## config.mk

```make
export PLATFORM = sky130hd
export DESIGN_NAME = mxu_result_writer
export DESIGN_NICKNAME = d
export VERILOG_FILES = /design/src/rtl/mxu_result_writer.sv
export SDC_FILE = /design/constraint.sdc
export NUM_CORES = 1
export LEC_CHECK = 0
export ABC_AREA = 1
export CORE_MARGIN = 4
export CORE_UTILIZATION = 42
export DETAILED_ROUTE_END_ITERATION = 12
export GPL_TIMING_DRIVEN = 0
export HOLD_SLACK_MARGIN = 0.15
export PLACE_DENSITY = 0.81
export SETUP_SLACK_MARGIN = 0.3
export SYNTH_ARGS = -nofsm -noshare
export SYNTH_HDL_FRONTEND = slang
export SYNTH_SLANG_ARGS = --single-unit
```

## constraint.sdc

```tcl
create_clock -name clk -period 1.7 [get_ports clk]
set_input_delay 0.425 -clock clk [delete_from_list [all_inputs] [get_ports clk]]
set_output_delay 0.425 -clock clk [all_outputs]
set_load 0.05 [all_outputs]
```

## src/rtl/mxu_result_writer.sv

```systemverilog
// MXU writeback: runs the array for a settle window, snapshots the result
// grid and streams it into data memory one element per handshake.
module mxu_result_writer #(
   parameter int NUM_SIZE  = 16,
   parameter int GRID_SIZE = 2,
   parameter int MEM_W     = 8,
   parameter int ADDR_W    = 5,
   parameter int DRAIN_LAT = 3
) (
   input  logic                                  clk,
   input  logic                                  rst_n,
   input  logic                                  start,
   input  logic                                  abort,
   input  logic [ADDR_W-1:0]                     base_addr,
   input  logic [NUM_SIZE*GRID_SIZE*GRID_SIZE-1:0] result_in,
   output logic                                  ce_out,
   output logic                                  busy,
   output logic                                  done,
   output logic                                  mem_wr_en,
   output logic [ADDR_W-1:0]                     mem_wr_addr,
   output logic [MEM_W-1:0]                      mem_wr_data,
   input  logic                                  mem_wr_ready
);

   localparam int NN = GRID_SIZE * GRID_SIZE;
   localparam int KW = (NN > 1) ? $clog2(NN) : 1;
   localparam int CW = $clog2(DRAIN_LAT + 1);

   typedef enum logic [2:0] {
      S_IDLE,
      S_SETTLE,
      S_CAPTURE,
      S_WRITE,
      S_DONE
   } state_t;

   state_t            state_q, state_d;
   logic [CW-1:0]     cnt_q, cnt_d;
   logic [KW-1:0]     k_q, k_d;
   logic [ADDR_W-1:0] base_q, base_d;
   logic [MEM_W-1:0]  snap_q [NN];
   logic [MEM_W-1:0]  snap_d [NN];
   logic [MEM_W-1:0]  res_lo [NN];

   logic              ce_q, ce_d;
   logic              busy_q, busy_d;
   logic              done_q, done_d;
   logic              wr_en_q, wr_en_d;
   logic [ADDR_W-1:0] addr_q, addr_d;
   logic [MEM_W-1:0]  data_q, data_d;

   // Only the low MEM_W bits of each element ever reach memory.
   always_comb begin
      for (int k = 0; k < NN; k++) begin
         res_lo[k] = result_in[k*NUM_SIZE +: MEM_W];
      end
   end

   if (NUM_SIZE > MEM_W) begin : g_trunc
      logic unused_hi;
      always_comb begin
         unused_hi = 1'b0;
         for (int k = 0; k < NN; k++) begin
            unused_hi = unused_hi ^
               (^result_in[k*NUM_SIZE+MEM_W +: NUM_SIZE-MEM_W]);
         end
      end
   end

   always_comb begin
      state_d = state_q;
      cnt_d   = cnt_q;
      k_d     = k_q;
      base_d  = base_q;
      snap_d  = snap_q;
      ce_d    = 1'b0;
      busy_d  = 1'b0;
      done_d  = 1'b0;
      wr_en_d = 1'b0;
      addr_d  = '0;
      data_d  = '0;

      unique case (state_q)
         S_IDLE: begin
            if (start && !abort) begin
               base_d  = base_addr;
               cnt_d   = CW'(DRAIN_LAT);
               state_d = S_SETTLE;
               ce_d    = 1'b1;
               busy_d  = 1'b1;
            end
         end
         S_SETTLE: begin
            busy_d = 1'b1;
            cnt_d  = cnt_q - 1'b1;
            if (cnt_q == CW'(1)) begin
               state_d = S_CAPTURE;
            end else begin
               ce_d = 1'b1;
            end
         end
         S_CAPTURE: begin
            snap_d  = res_lo;
            k_d     = '0;
            state_d = S_WRITE;
            busy_d  = 1'b1;
            wr_en_d = 1'b1;
            addr_d  = base_q;
            data_d  = res_lo[0];
         end
         S_WRITE: begin
            busy_d  = 1'b1;
            wr_en_d = 1'b1;
            addr_d  = addr_q;
            data_d  = data_q;
            if (mem_wr_ready) begin
               if (k_q == KW'(NN - 1)) begin
                  state_d = S_DONE;
                  busy_d  = 1'b0;
                  wr_en_d = 1'b0;
                  done_d  = 1'b1;
                  addr_d  = '0;
                  data_d  = '0;
               end else begin
                  k_d    = k_q + 1'b1;
                  addr_d = base_q + ADDR_W'(k_d);
                  data_d = snap_q[k_d];
               end
            end
         end
         S_DONE: begin
            state_d = S_IDLE;
         end
         default: begin
            state_d = S_IDLE;
         end
      endcase

      // Abort overrides everything; a handshake completing this same
      // edge is still seen by memory, later elements are dropped.
      if (abort && state_q != S_IDLE) begin
         state_d = S_IDLE;
         ce_d    = 1'b0;
         busy_d  = 1'b0;
         done_d  = 1'b0;
         wr_en_d = 1'b0;
         addr_d  = '0;
         data_d  = '0;
      end
   end

   always_ff @(posedge clk or negedge rst_n) begin
      if (!rst_n) begin
         state_q <= S_IDLE;
         cnt_q   <= '0;
         k_q     <= '0;
         base_q  <= '0;
         snap_q  <= '{default: '0};
         ce_q    <= 1'b0;
         busy_q  <= 1'b0;
         done_q  <= 1'b0;
         wr_en_q <= 1'b0;
         addr_q  <= '0;
         data_q  <= '0;
      end else begin
         state_q <= state_d;
         cnt_q   <= cnt_d;
         k_q     <= k_d;
         base_q  <= base_d;
         snap_q  <= snap_d;
         ce_q    <= ce_d;
         busy_q  <= busy_d;
         done_q  <= done_d;
         wr_en_q <= wr_en_d;
         addr_q  <= addr_d;
         data_q  <= data_d;
      end
   end

   assign ce_out      = ce_q;
   assign busy        = busy_q;
   assign done        = done_q;
   assign mem_wr_en   = wr_en_q;
   assign mem_wr_addr = addr_q;
   assign mem_wr_data = data_q;

endmodule

```

# After elaboration in Yosys (flattened, before gate mapping)
# Index checks and enable logic that the tools add are counted.
[word_totals]
register_bits = 61
inputBits = 74
output_inout_bits = 17
wordCells = 79
[op_classes]
addsub = 3
magnitude_cmp = 1
eq_ne = 12
n_mux = 36
bitwise = 1
n_reduce_logical = 12
[ops]
columns = ["cell", "count"]
rows = [
  ["$mux W8", 5],
  ["$bmux W8 S2", 1],
  ["$pmux W8 S2", 1],
  ["$mux W3", 5],
  ["$mux W5", 3],
  ["$ne A3 B3 Y1 const B", 4],
  ["$pmux W3 S4", 1],
  ["$mux W1", 11],
  ["$pmux W5 S2", 1],
  ["$pmux W2 S2", 2],
  ["$eq A3 B2 Y1 const B", 2],
  ["$mux W2", 3],
  ["$ne A2 B2 Y1 const B", 3],
  ["$add A5 B2 Y5", 1],
  ["$pmux W1 S2", 2],
  ["$reduce_and A2 Y1", 2],
  ["$reduce_and A4 Y1", 1],
  ["$reduce_bool A2 Y1", 2],
  ["$eq A3 B1 Y1 const B", 1],
  ["$ge A3 B3 Y1 const B", 1],
  ["$logic_not A3 Y1", 1],
  ["$not A2 Y3", 1],
  ["$pmux W1 S3", 1],
  ["$reduce_and A3 Y1", 1],
  ["other kinds (8)", 9],
]

# Longest topological paths before layout
# Gate-level depths: netlist (run 1).
[logic_depth]
ltp_word = 9
ltp_mapped = 11
mapped_depth_nobuf = 9

# Worst setup path before layout (run 1)
# OpenSTA, ideal clock, no wires.
[synth_timing]
path_type = "register -> register"
start = "register k_q[0]"
end = "register addr_q[2], in the netlist mem_wr_addr[2]"
setup_ps = 122
arrival_time_ps = 1708
required_time_ps = 1578
slack_ps = -130
path_stages_with_launch = 9
path_buffers = 2
period_less_slack_ps = 1830
cell_sequence = "dfrtp_1 > buf_2 > inv_2 > buf_2 > ha_1 > fa_1 > xor2_1 > a21oi_1 > o21ai_1"
[synth_via]
elab_chain_len = 6
word_cells_on_any_way = 7
classes_between = "2 x add/sub; 1 x eq/ne; 4 x mux"
[synth_rtl]
columns = ["element", "line_no", "rtl"]
rows = [
  ["start: declaration", "39", "logic [KW-1:0] k_q, k_d;"],
  ["start signal: assignment", "168", "k_q <= k_d;"],
  ["$add A2 B1 Y2", "125", "k_d = k_q + 1'b1;"],
  ["$add A5 B2 Y5", "126", "addr_d = base_q + ADDR_W'(k_d);"],
  ["$mux W5 (*)", "117", "if (k_q == KW'(NN - 1)) begin"],
  ["$mux W5 (*)", "116", "if (mem_wr_ready) begin"],
  ["$pmux W5 S2 (*)", "83", "unique case (state_q)"],
  ["$mux W5 (*)", "141", "if (abort && state_q != S_IDLE) begin"],
  ["end signal: assignment", "175", "addr_q <= addr_d;"],
  ["end: declaration", "49", "logic [ADDR_W-1:0] addr_q, addr_d;"],
]
# Mark *: on every way between the ends. The rest lies on a longest branch, timed or not. The select of a mux whose other input is x is not followed.
# A chain may end at the register's enable or synchronous reset.

# Final worst setup path (run 1)
# Ends and elaborated chain as after synthesis.

==> metrics.md, run 1 <==
| Metric | Value |
|---|---|
| Placed insts | 521 |
| ANT nets after route | 0 |
| GRT Util Overall | 19.9% |
| Router iterations before antenna repair | 4 |
| Gr ovfl total | 0 |
| Critical-path top delay cell | fa_2 |
| Initial drt markers | 200 |
| Most common cell after layout, fill and taps aside | nand2_1 |
| Multi-input gate area | 1370 µm² |
| Setup violators final | 0 |
| Critical path class | reg -> reg |
| Synth Area per Inst | 7.59 µm² |
| H-Tree Depth | 3 |
| Die ar. | 8290 µm² |
| Minimum clock period | 1.68 ns |
| Critical Path Fanout Max | 3 |
| Buf/Inv on CP | 1 |
| Critical Path Source Type | flop |
| CP arrival | 1.91 ns |
| Die W | 91.1 µm |
| Final nets | 554 |
| Non-Filler Instances | 560 |
| Max-Cap Viols | 0 |
| Seq. cell area | 1530 µm² |
| Post-Syn Instances | 382 |
| Synth warnings | 0 |
| Share of layout cells above drive strength 1 | 21.7% |
| Slew HR | 57.5% |
| Critical-path cell list | buf_4 -> ha_4 -> fa_2 -> xor2_1 -> a21oi_1 -> o21ai_1 |
| Via density | 5.09 |
| HP Class | in -> reg |
| CTS Root Cell | clkbuf_8 |
| Routed length per instance | 14.7 µm |
| Worst slew pin tran | 0.637 ns |
| Clock Pin Slew Worst Setup and Hold Paths | 0.07 ns |
| Worst-Skew Late Latency | 0.35 ns |
| Slowest Stage Delay on Critical Path | 0.41 ns |
| Worst EP required | 1.93 ns |
| I/O pin cnt | 91 |
| CP Capture Type | flop |
| Detailed placement HPWL | 5290 µm |
| Clk sink count | 61 |
| Num CTS Buffers | 9 |
| IO Port Bufs | 58 |
| Final Cycle Share | 98.9% |
| Distinct cells, synth | 21 |
| Post-synthesis sequential element count | 61 |
| Site Rows | 30 |
| Static Leak | 2.21 nW |
| Post-Route WL | 8200 µm |
| Largest net degree at the start of global routing | 35 |
| Outcome | complete, no violations |
| First-pass GRT wire length | 13100 µm |
| Hold Vio Cnt, Final | 0 |
| Drc violations | 0 |
| Antenna cell count | 0 |
| Post-Synthesis Cell Area | 2900 µm² |
| Vias | 2852 |
| Final Max Slew Viols | 0 |
| Syn nets | 461 |
| Fmax | 595 MHz |
| Cell family with most CP delay | adder cells |
| Antenna violations before repair | 0 |
| Cell Pwr Density | 1800 nW/µm² |
| Number of global-route vias before repair | 2792 |
| RePlAce Congestion | 0.830 |
| CTS tree | built |
| Area delta synth->final | 44.9% |
| Core box area | 6760 µm² |
| Die Y | 91.1 µm |
| Sequential fraction of the synthesis area | 52.7% |
| Fill cell count | 567 |
| Peak VDD IR | 0.663 mV |
| Clock Tree Buf Depth | 2 |
| Highest-count cells in the layout ignoring fill and taps | nand2_1 (213), dfrtp_1 (58), clkdlybuf4s50_1 (39) |
| Final Core Density | 62.1% |
| Initial Util | 42.9% |
| Worst Skew | 0.0107 ns |
| RSZ-0062 raised after global routing | true |
## flip-flops by register name, indices dropped and copies added, names as in the netlist
name and count:
ce_out 1, k_q 2, base_q 5, done 1, snap_q 32, mem_wr_en 1
cnt_q 2, state_q 3, mem_wr_addr 5, mem_wr_data 8, busy 1
## through the flow
stage / power (mW) / setup slack, ns / hold slack, ns / TNS [ns] / cell area (µm²)
floorplan: 4.51 / 0.0880 / 0.129 / 0 / 2930
finish: 7.54 / 0.0191 / 0.352 / 0 / 4200
global placement: 5.31 / -1.70 / 0.462 / -103.70 / 3610
CTS: 7.10 / 0.0384 / 0.484 / 0 / 3940
global route: 8.08 / -0.0336 / 0.353 / -0.0599 / 4200
detailed placement: 5.46 / -0.0691 / 0.465 / -0.337 / 3630
## layer usage
| layer | global-route usage, % | share of wire (%) | vias up |
|---|---|---|---|
| met3 | 5.80 | 6.2 | 19 |
| li1 | - | - | 1374 |
| met1 | 24.9 | 42 | 1363 |
| met4 | 8.67 | 2.5 | 0 |
| met2 | 32.1 | 49 | 96 |
| met5 | 0 | 0 | - |
## worst paths after layout
kind | slack [ns] | end | start | depth (start not counted)
max | 0.02 | mem_wr_addr[2]$_DFFE_PN0N_ | k_q[0]$_DFFE_PN0P_ | 6
min | 0.35 | state_q[2]$_DFFE_PN0P_ | abort | 2
max reg2reg | 0.02 | mem_wr_addr[2]$_DFFE_PN0N_ | k_q[0]$_DFFE_PN0P_ | 6
min reg2reg | 0.48 | snap_q[10]$_DFFE_PN0N_ | snap_q[10]$_DFFE_PN0N_ | 2
max in group asynchronous | 0.46 | snap_q[26]$_DFFE_PN0N_ | rst_n | 3
min in group asynchronous | 0.63 | cnt_q[0]$_DFFE_PN0P_ | rst_n | 2
## final cells by class
type	instances	area share (%)
plain buffers	13	2.68
clock buffers	13	4.26
clock inverters	3	1.55
inverters	21	2.47
multi-input cells	288	32.5
flip-flops and latches	61	36.5
well taps	80	2.38
repair buffers	81	17.7
## cell families (layout without fill, tap and decap cells)
family,after synthesis,in the layout,share of synthesized area [%]
AO/OA/AOI/OAI,13,13,2.37
XOR/XNOR,1,1,0.302
adder cells (fa/ha/maj),5,5,2.42
buffers and inverters,34,131,5.14
flip-flops,61,61,52.7
AND/OR/NAND/NOR,268,269,37.1
## Yosys cell counts (all sizes together)
cell	number	area (µm²)
clkbuf	4	15.0
o21ai	6	30.0
nor2	8	37.5
nand2	218	818
buf	9	55.1
ha	4	50.1
a21oi	7	38.8
xor2	1	8.76
nand3	38	195
nand3b	1	7.51
nor3	2	10.0
fa	1	20.0
inv	21	78.8
dfrtp	61	1530
nand4	1	6.26
## power by group
part           internal, mW  switching, mW
registers              2.09          0.481
logic                  1.32           2.09
clock network         0.984          0.578
total                  4.39           3.15
## repair_timing
item	4_1_cts	5_1_grt
pin swaps	6	8
endpoints found under the setup margin	67	62
hold buffers	1	0
gates resized for setup	109	45
hold endpoints to repair	27	0
gates cloned	0	1
buffers inserted	6	15
(Power assumes the default switching activity.)
==> run 2: changes to the inputs <==
--- a/config.mk
+++ b/config.mk
@@ -11,7 +11,7 @@
 export DETAILED_ROUTE_END_ITERATION = 12
 export GPL_TIMING_DRIVEN = 0
 export HOLD_SLACK_MARGIN = 0.15
-export PLACE_DENSITY = 0.81
+export PLACE_DENSITY_LB_ADDON = 0.3
 export SETUP_SLACK_MARGIN = 0.3
 export SYNTH_ARGS = -nofsm -noshare
 export SYNTH_HDL_FRONTEND = slang
==> run 2 against run 1 <==
Worst hold slack better by 0.013 ns. Non-clock buffer count is 2 higher. Die area stayed put. Register-to-register slack hardly changed. Wire length is 1.7% lower. Cell area hardly changed. Clock skew is 0.00056 ns higher. Maximum frequency is 0.41% higher. Sequential power is 2% lower. Via count is 1.4% higher. First-iteration DRC count is 21% lower. Global-route usage is 0.58 points lower. Critical path type unchanged. Critical endpoint is now mem_wr_addr[4]$_DFFE_PN0N_. Largest cell class unchanged.
==> metrics.md, run 2 (synthesis results as in run 1) <==
| Metric | Value |
|---|---|
| Share of layout cells above drive strength 1 | 22.6% |
| Final nets | 557 |
| Non-Filler Instances | 563 |
| DP Worst Slack | -0.102 ns |
| Hold path start | abort |
| Largest net degree at the start of global routing | 42 |
| CP startpoint | k_q[0]$_DFFE_PN0P_ |
| Most frequent CP cell | nand2_1 |
| Critical-path cell list | buf_6 -> inv_8 -> buf_8 -> ha_4 -> fa_2 -> nand3_1 -> nand2_1 -> nand3_1 -> nand2_1 -> nand2_1 -> nand2_1 |
| Most common cell after layout, fill and taps aside | nand2_1 |
| Critical path class | reg -> reg |
| Critical-path top delay cell | fa_2 |
| RSZ-0062 raised after global routing | true |
| Peak VDD IR | 0.706 mV |
| Slew HR | 66.4% |
| Number of flip-flops in the largest register | 32 |
| Setup violators final | 0 |
| Post-Route WL | 8060 µm |
| Minimum clock period | 1.67 ns |
| IO Port Bufs | 58 |
| Worst slew pin tran | 0.504 ns |
| Critical Path Source Type | flop |
| H-Tree Depth | 3 |
| CTS tree | built |
| Detailed placement HPWL | 5070 µm |
| Drc violations | 0 |
| Vias | 2891 |
| Clock Pin Slew Worst Setup and Hold Paths | 0.08 ns |
| Via density | 5.13 |
| Gr ovfl total | 0 |
| Sequential power share | 34.9% |
| GRT Util Overall | 19.4% |
| Worst EP required | 1.94 ns |
| Net switching fraction of the power | 44.2% |
| Antenna violations before repair | 0 |
| CP arrival | 1.91 ns |
| Static Leak | 2.21 nW |
| CTS Root Cell | clkbuf_8 |
| Die Y | 91.1 µm |
| Clock network fraction of total power | 15.9% |
| Critical Path Fanout Max | 3 |
| WL met2 | 3980 µm |
| Final Cycle Share | 98.5% |
| Routed length per instance | 14.3 µm |
| Antenna cell count | 0 |
| Clock Tree Buf Depth | 2 |
| ANT nets after route | 0 |
| Initial Util | 42.9% |
| Max-Cap Viols | 0 |
| First-pass GRT wire length | 12700 µm |
| Final Max Slew Viols | 0 |
| Slowest Stage Delay on Critical Path | 0.39 ns |
| Num CTS Buffers | 9 |
| Core box area | 6760 µm² |
| Clk sink count | 61 |
| Router iterations before antenna repair | 6 |
| Worst Skew | 0.0113 ns |
| Top reg by flops | snap_q |
| Cell Int Power | 4.04 mW |
| Hold Vio Cnt, Final | 0 |
| Area delta synth->final | 44.7% |
| Metal3 WL | 683 µm |
| Die ar. | 8290 µm² |
| Fmax | 597 MHz |
| Final Core Density | 62.1% |
| Placed insts | 521 |
| I/O pin cnt | 91 |
| HP Class | in -> reg |
| Die W | 91.1 µm |
| Cell Pwr Density | 1730 nW/µm² |
| CP Capture Type | flop |
| NetSw | 3.20 mW |
| Comb pwr share | 49.1% |
| Final setup margin | 0.0260 ns |
| Outcome | complete, no violations |
| Top Layer Used | met4 |
| Number of global-route vias before repair | 2780 |
| R2r startpoint | k_q[0]$_DFFE_PN0P_ |
| Worst-Skew Late Latency | 0.35 ns |
| Highest-count cells in the layout ignoring fill and taps | nand2_1 (214), dfrtp_1 (58), clkdlybuf4s50_1 (39) |
| RePlAce Congestion | 0.791 |
| Met1 WL | 3210 µm |
| Site Rows | 30 |
| Initial drt markers | 159 |
-- run 2: cell types whose count changed in the layout (fill, tap and decap cells not counted), sizes merged --
cell,before,now
clkinvlp,0,2
buf,44,45
bufinv,2,0
clkbuf,22,20
clkinv,1,5
-- run 2: timing repair --
item | in CTS | in global routing
endpoints found under the hold margin | 20 | 0
pin swaps | 6 | 19
gates cloned | 1 | 2
hold buffers | 1 | 0
endpoints found under the setup margin | 69 | 55
resized for setup | 110 | 46
buffers inserted | 7 | 15
-- run 2: metal layers --
metal | vias up | GRT usage, %
met5 | - | 0
met2 | 129 | 31.9
met3 | 17 | 7.21
met4 | 0 | 7.16
met1 | 1360 | 23.1
li1 | 1385 | -
-- run 2: cell type report --
class / count / area [µm²]
Timing Repair inverter: 1 / 6.26
Fill cell: 585 / 2560
Inverter: 21 / 111
Sequential cell: 61 / 1530
Tap cell: 80 / 100
Clock buffer: 10 / 138
Multi-Input combinational cell: 288 / 1390
Buffer: 13 / 126
Clock inverter: 6 / 38.8
Timing Repair Buffer: 83 / 758
-- run 2: path summary, 6_finish.rpt --
check                      slack [ns]                    endpoint  cells past startpoint
min reg2reg                      0.48      snap_q[23]$_DFFE_PN0N_                      2
max reg2reg                      0.03  mem_wr_addr[4]$_DFFE_PN0N_                     11
min                              0.37      state_q[2]$_DFFE_PN0P_                      2
min in group asynchronous        0.57      state_q[0]$_DFFE_PN0P_                      2
max in group asynchronous        0.54  mem_wr_data[6]$_DFFE_PN0N_                      3
max                              0.03  mem_wr_addr[4]$_DFFE_PN0N_                     11
-- run 2: critical path: cells and delay by family, from the launching register on --
| family | cells | cell delay, ns |
|---|---|---|
| buffers and inverters | 3 | 0.27 |
| adder cells (fa/ha/maj) | 2 | 0.55 |
| flip-flops | 1 | 0.38 |
| AND/OR/NAND/NOR | 6 | 0.37 |
-- run 2: stage by stage --
step           cell area [µm²]  hold slack, ns  total power, mW  setup TNS [ns]
2_1_floorplan             2930           0.129             4.51               0
3_3_place_gp              3610           0.462             5.33         -105.77
3_5_place_dp              3630           0.421             5.44           -1.03
4_1_cts                   3910           0.482             6.74               0
5_1_grt                   4190           0.400             7.78          -0.144
6_report                  4190           0.365             7.24               0
-- run 2: power by group through the flow --
stage	logic, mW	clock network [mW]	registers (mW)
6_report	3.56	1.15	2.53
5_1_grt	3.94	1.23	2.61
4_1_cts	3.07	1.17	2.50
3_5_place_dp	2.94	0	2.50
3_3_place_gp	2.84	0	2.49
2_1_floorplan	1.61	0	2.90
==> run 3: changes to the inputs <==
--- a/config.mk
+++ b/config.mk
@@ -6,6 +6,7 @@
 export NUM_CORES = 1
 export LEC_CHECK = 0
 export ABC_AREA = 1
+export CORE_ASPECT_RATIO = 0.5
 export CORE_MARGIN = 4
 export CORE_UTILIZATION = 42
 export DETAILED_ROUTE_END_ITERATION = 12
==> run 3 against run 2 <==
Combinational power fell by 6%. Worst setup slack improved by 0.017 ns. Largest power group unchanged. Largest cell class unchanged. Sequential share of layout area decreased by 0.33 points. Wire length shrank 3.2%. Worst hold slack improved by 0.11 ns. Die area is 0.97% higher. Critical endpoint is now mem_wr_addr[2]$_DFFE_PN0N_.
==> metrics.md, run 3 (synthesis results as in run 1) <==
| Metric | Value |
|---|---|
| Number of flip-flops in the largest register | 32 |
| NetSw | 3.21 mW |
| Drc violations | 0 |
| Vias | 2714 |
| Gr ovfl total | 0 |
| Antenna violations before repair | 0 |
| Fmax | 603 MHz |
| GRT Util Overall | 18.8% |
| Router iterations before antenna repair | 4 |
| Static Leak | 2.22 nW |
| Final nets | 542 |
| Number of global-route vias before repair | 2577 |
| I/O pin cnt | 91 |
| CTS tree | built |
| Worst Skew | 0.00502 ns |
| Sequential power share | 32.8% |
| Most common cell after layout, fill and taps aside | nand2_1 |
| Max-Cap Viols | 0 |
| HP Class | reg -> reg |
| Critical Path Source Type | flop |
| Share of layout cells above drive strength 1 | 22.2% |
| Area delta synth->final | 46.1% |
| Highest-count cells in the layout ignoring fill and taps | nand2_1 (214), dfrtp_1 (58), clkdlybuf4s50_1 (40) |
| Initial drt markers | 255 |
| Top reg by flops | snap_q |
| R2r startpoint | k_q[0]$_DFFE_PN0P_ |
| Hold path start | mem_wr_addr[3]$_DFFE_PN0N_ |
| Antenna cell count | 0 |
| Largest net degree at the start of global routing | 40 |
| ANT nets after route | 0 |
| First-pass GRT wire length | 12300 µm |
| Initial Util | 43.2% |
| Minimum clock period | 1.66 ns |
| Post-Route WL | 7800 µm |
| Detailed placement HPWL | 4910 µm |
| Worst-Skew Late Latency | 0.33 ns |
| Clock Pin Slew Worst Setup and Hold Paths | 0.05 ns |
| Net switching fraction of the power | 42.0% |
| CTS Root Cell | clkbuf_16 |
| Comb pwr share | 44.0% |
| Critical Path Fanout Max | 3 |
| Top Layer Used | met4 |
| Final Core Density | 63.2% |
| Design Power | 7.64 mW |
| Hold Path Depth | 2 |
| Via density | 4.85 |
| Worst slew pin tran | 0.552 ns |
| Setup TNS | 0 ns |
| Peak VDD IR | 0.662 mV |
| Num CTS Buffers | 9 |
| Metal3 WL | 477 µm |
| Met1 WL | 3560 µm |
| Critical path class | reg -> reg |
| Cell Pwr Density | 1810 nW/µm² |
| CP startpoint | k_q[0]$_DFFE_PN0P_ |
| Core box area | 6700 µm² |
| Non-Filler Instances | 560 |
| Worst EP required | 1.91 ns |
| RSZ-0062 raised after global routing | true |
| Hold Vio Cnt, Final | 0 |
| Clock network fraction of total power | 23.2% |
| Site Rows | 21 |
| Final Max Slew Viols | 0 |
| H-Tree Depth | 3 |
| Routed length per instance | 13.9 µm |
| Die W | 125 µm |
| CP arrival | 1.87 ns |
| Final Cycle Share | 97.5% |
| IO Port Bufs | 58 |
| R2R depth | 8 |
| WL met2 | 3690 µm |
| Placed insts | 533 |
| CP Capture Type | flop |
| Clk sink count | 61 |
| Die Y | 66.7 µm |
| Die ar. | 8370 µm² |
| Cell Int Power | 4.43 mW |
| Clock Tree Buf Depth | 2 |
| Outcome | complete, no violations |
| RePlAce Congestion | 0.840 |
| Slew HR | 63.2% |
| Setup violators final | 0 |
run 3: repair_timing:
item,4_1_cts,5_1_grt
pin swaps,7,12
gates resized for setup,112,48
setup buffers,5,4
hold buffers,1,0
gates cloned,1,0
setup endpoints to repair,62,56
hold endpoints to repair,22,0
run 3: worst paths after layout:
path | end | slack (ns)
max reg2reg | mem_wr_addr[2]$_DFFE_PN0N_ | 0.04
max | mem_wr_addr[2]$_DFFE_PN0N_ | 0.04
min reg2reg | mem_wr_addr[3]$_DFFE_PN0N_ | 0.47
min | mem_wr_addr[3]$_DFFE_PN0N_ | 0.47
min in group asynchronous | base_q[4]$_DFFE_PN0P_ | 0.62
max in group asynchronous | snap_q[28]$_DFFE_PN0N_ | 0.48
run 3: power groups by stage:
stage                     clock network [mW]  logic (mW)  registers [mW]
final                                   1.77        3.36            2.51
after global routing                    1.85        3.70            2.59
after CTS                               1.79        3.08            2.49
after detailed placement                   0        2.92            2.49
after global placement                     0        2.86            2.48
after floorplan                            0        1.61            2.90
run 3: per-layer routing:
metal  vias to the layer above  GRT usage [%]
li1                       1354              -
met1                      1273           25.3
met2                        81           30.2
met3                         6           5.36
met4                         0           4.59
met5                         -              0
run 3: critical path, cell delays in order (launching register included):
cell	delay, ns
dfrtp_1	0.37
buf_6	0.14
inv_8	0.03
buf_8	0.11
ha_4	0.16
fa_2	0.37
xor2_1	0.16
a21oi_1	0.13
o21ai_1	0.08
run 3: area by class of cell:
| cell class | instances | area [µm²] |
|---|---|---|
| fillers | 568 | 2470 |
| flip-flops and latches | 61 | 1530 |
| multi-input cells | 287 | 1440 |
| repair buffers | 70 | 613 |
| clock buffers | 9 | 225 |
| plain buffers | 13 | 136 |
| well taps | 92 | 115 |
| inverters | 21 | 111 |
| clock inverters | 7 | 66.3 |
run 3: per-stage QoR:
stage	instance area [µm²]	hold slack, ns	worst slack [ns]
CTS	4050	0.477	0.0235
global route	4230	0.495	-0.0694
global placement	3630	0.461	-1.76
floorplan	2930	0.129	0.0880
detailed placement	3640	0.442	-0.0761
finish	4230	0.475	0.0426
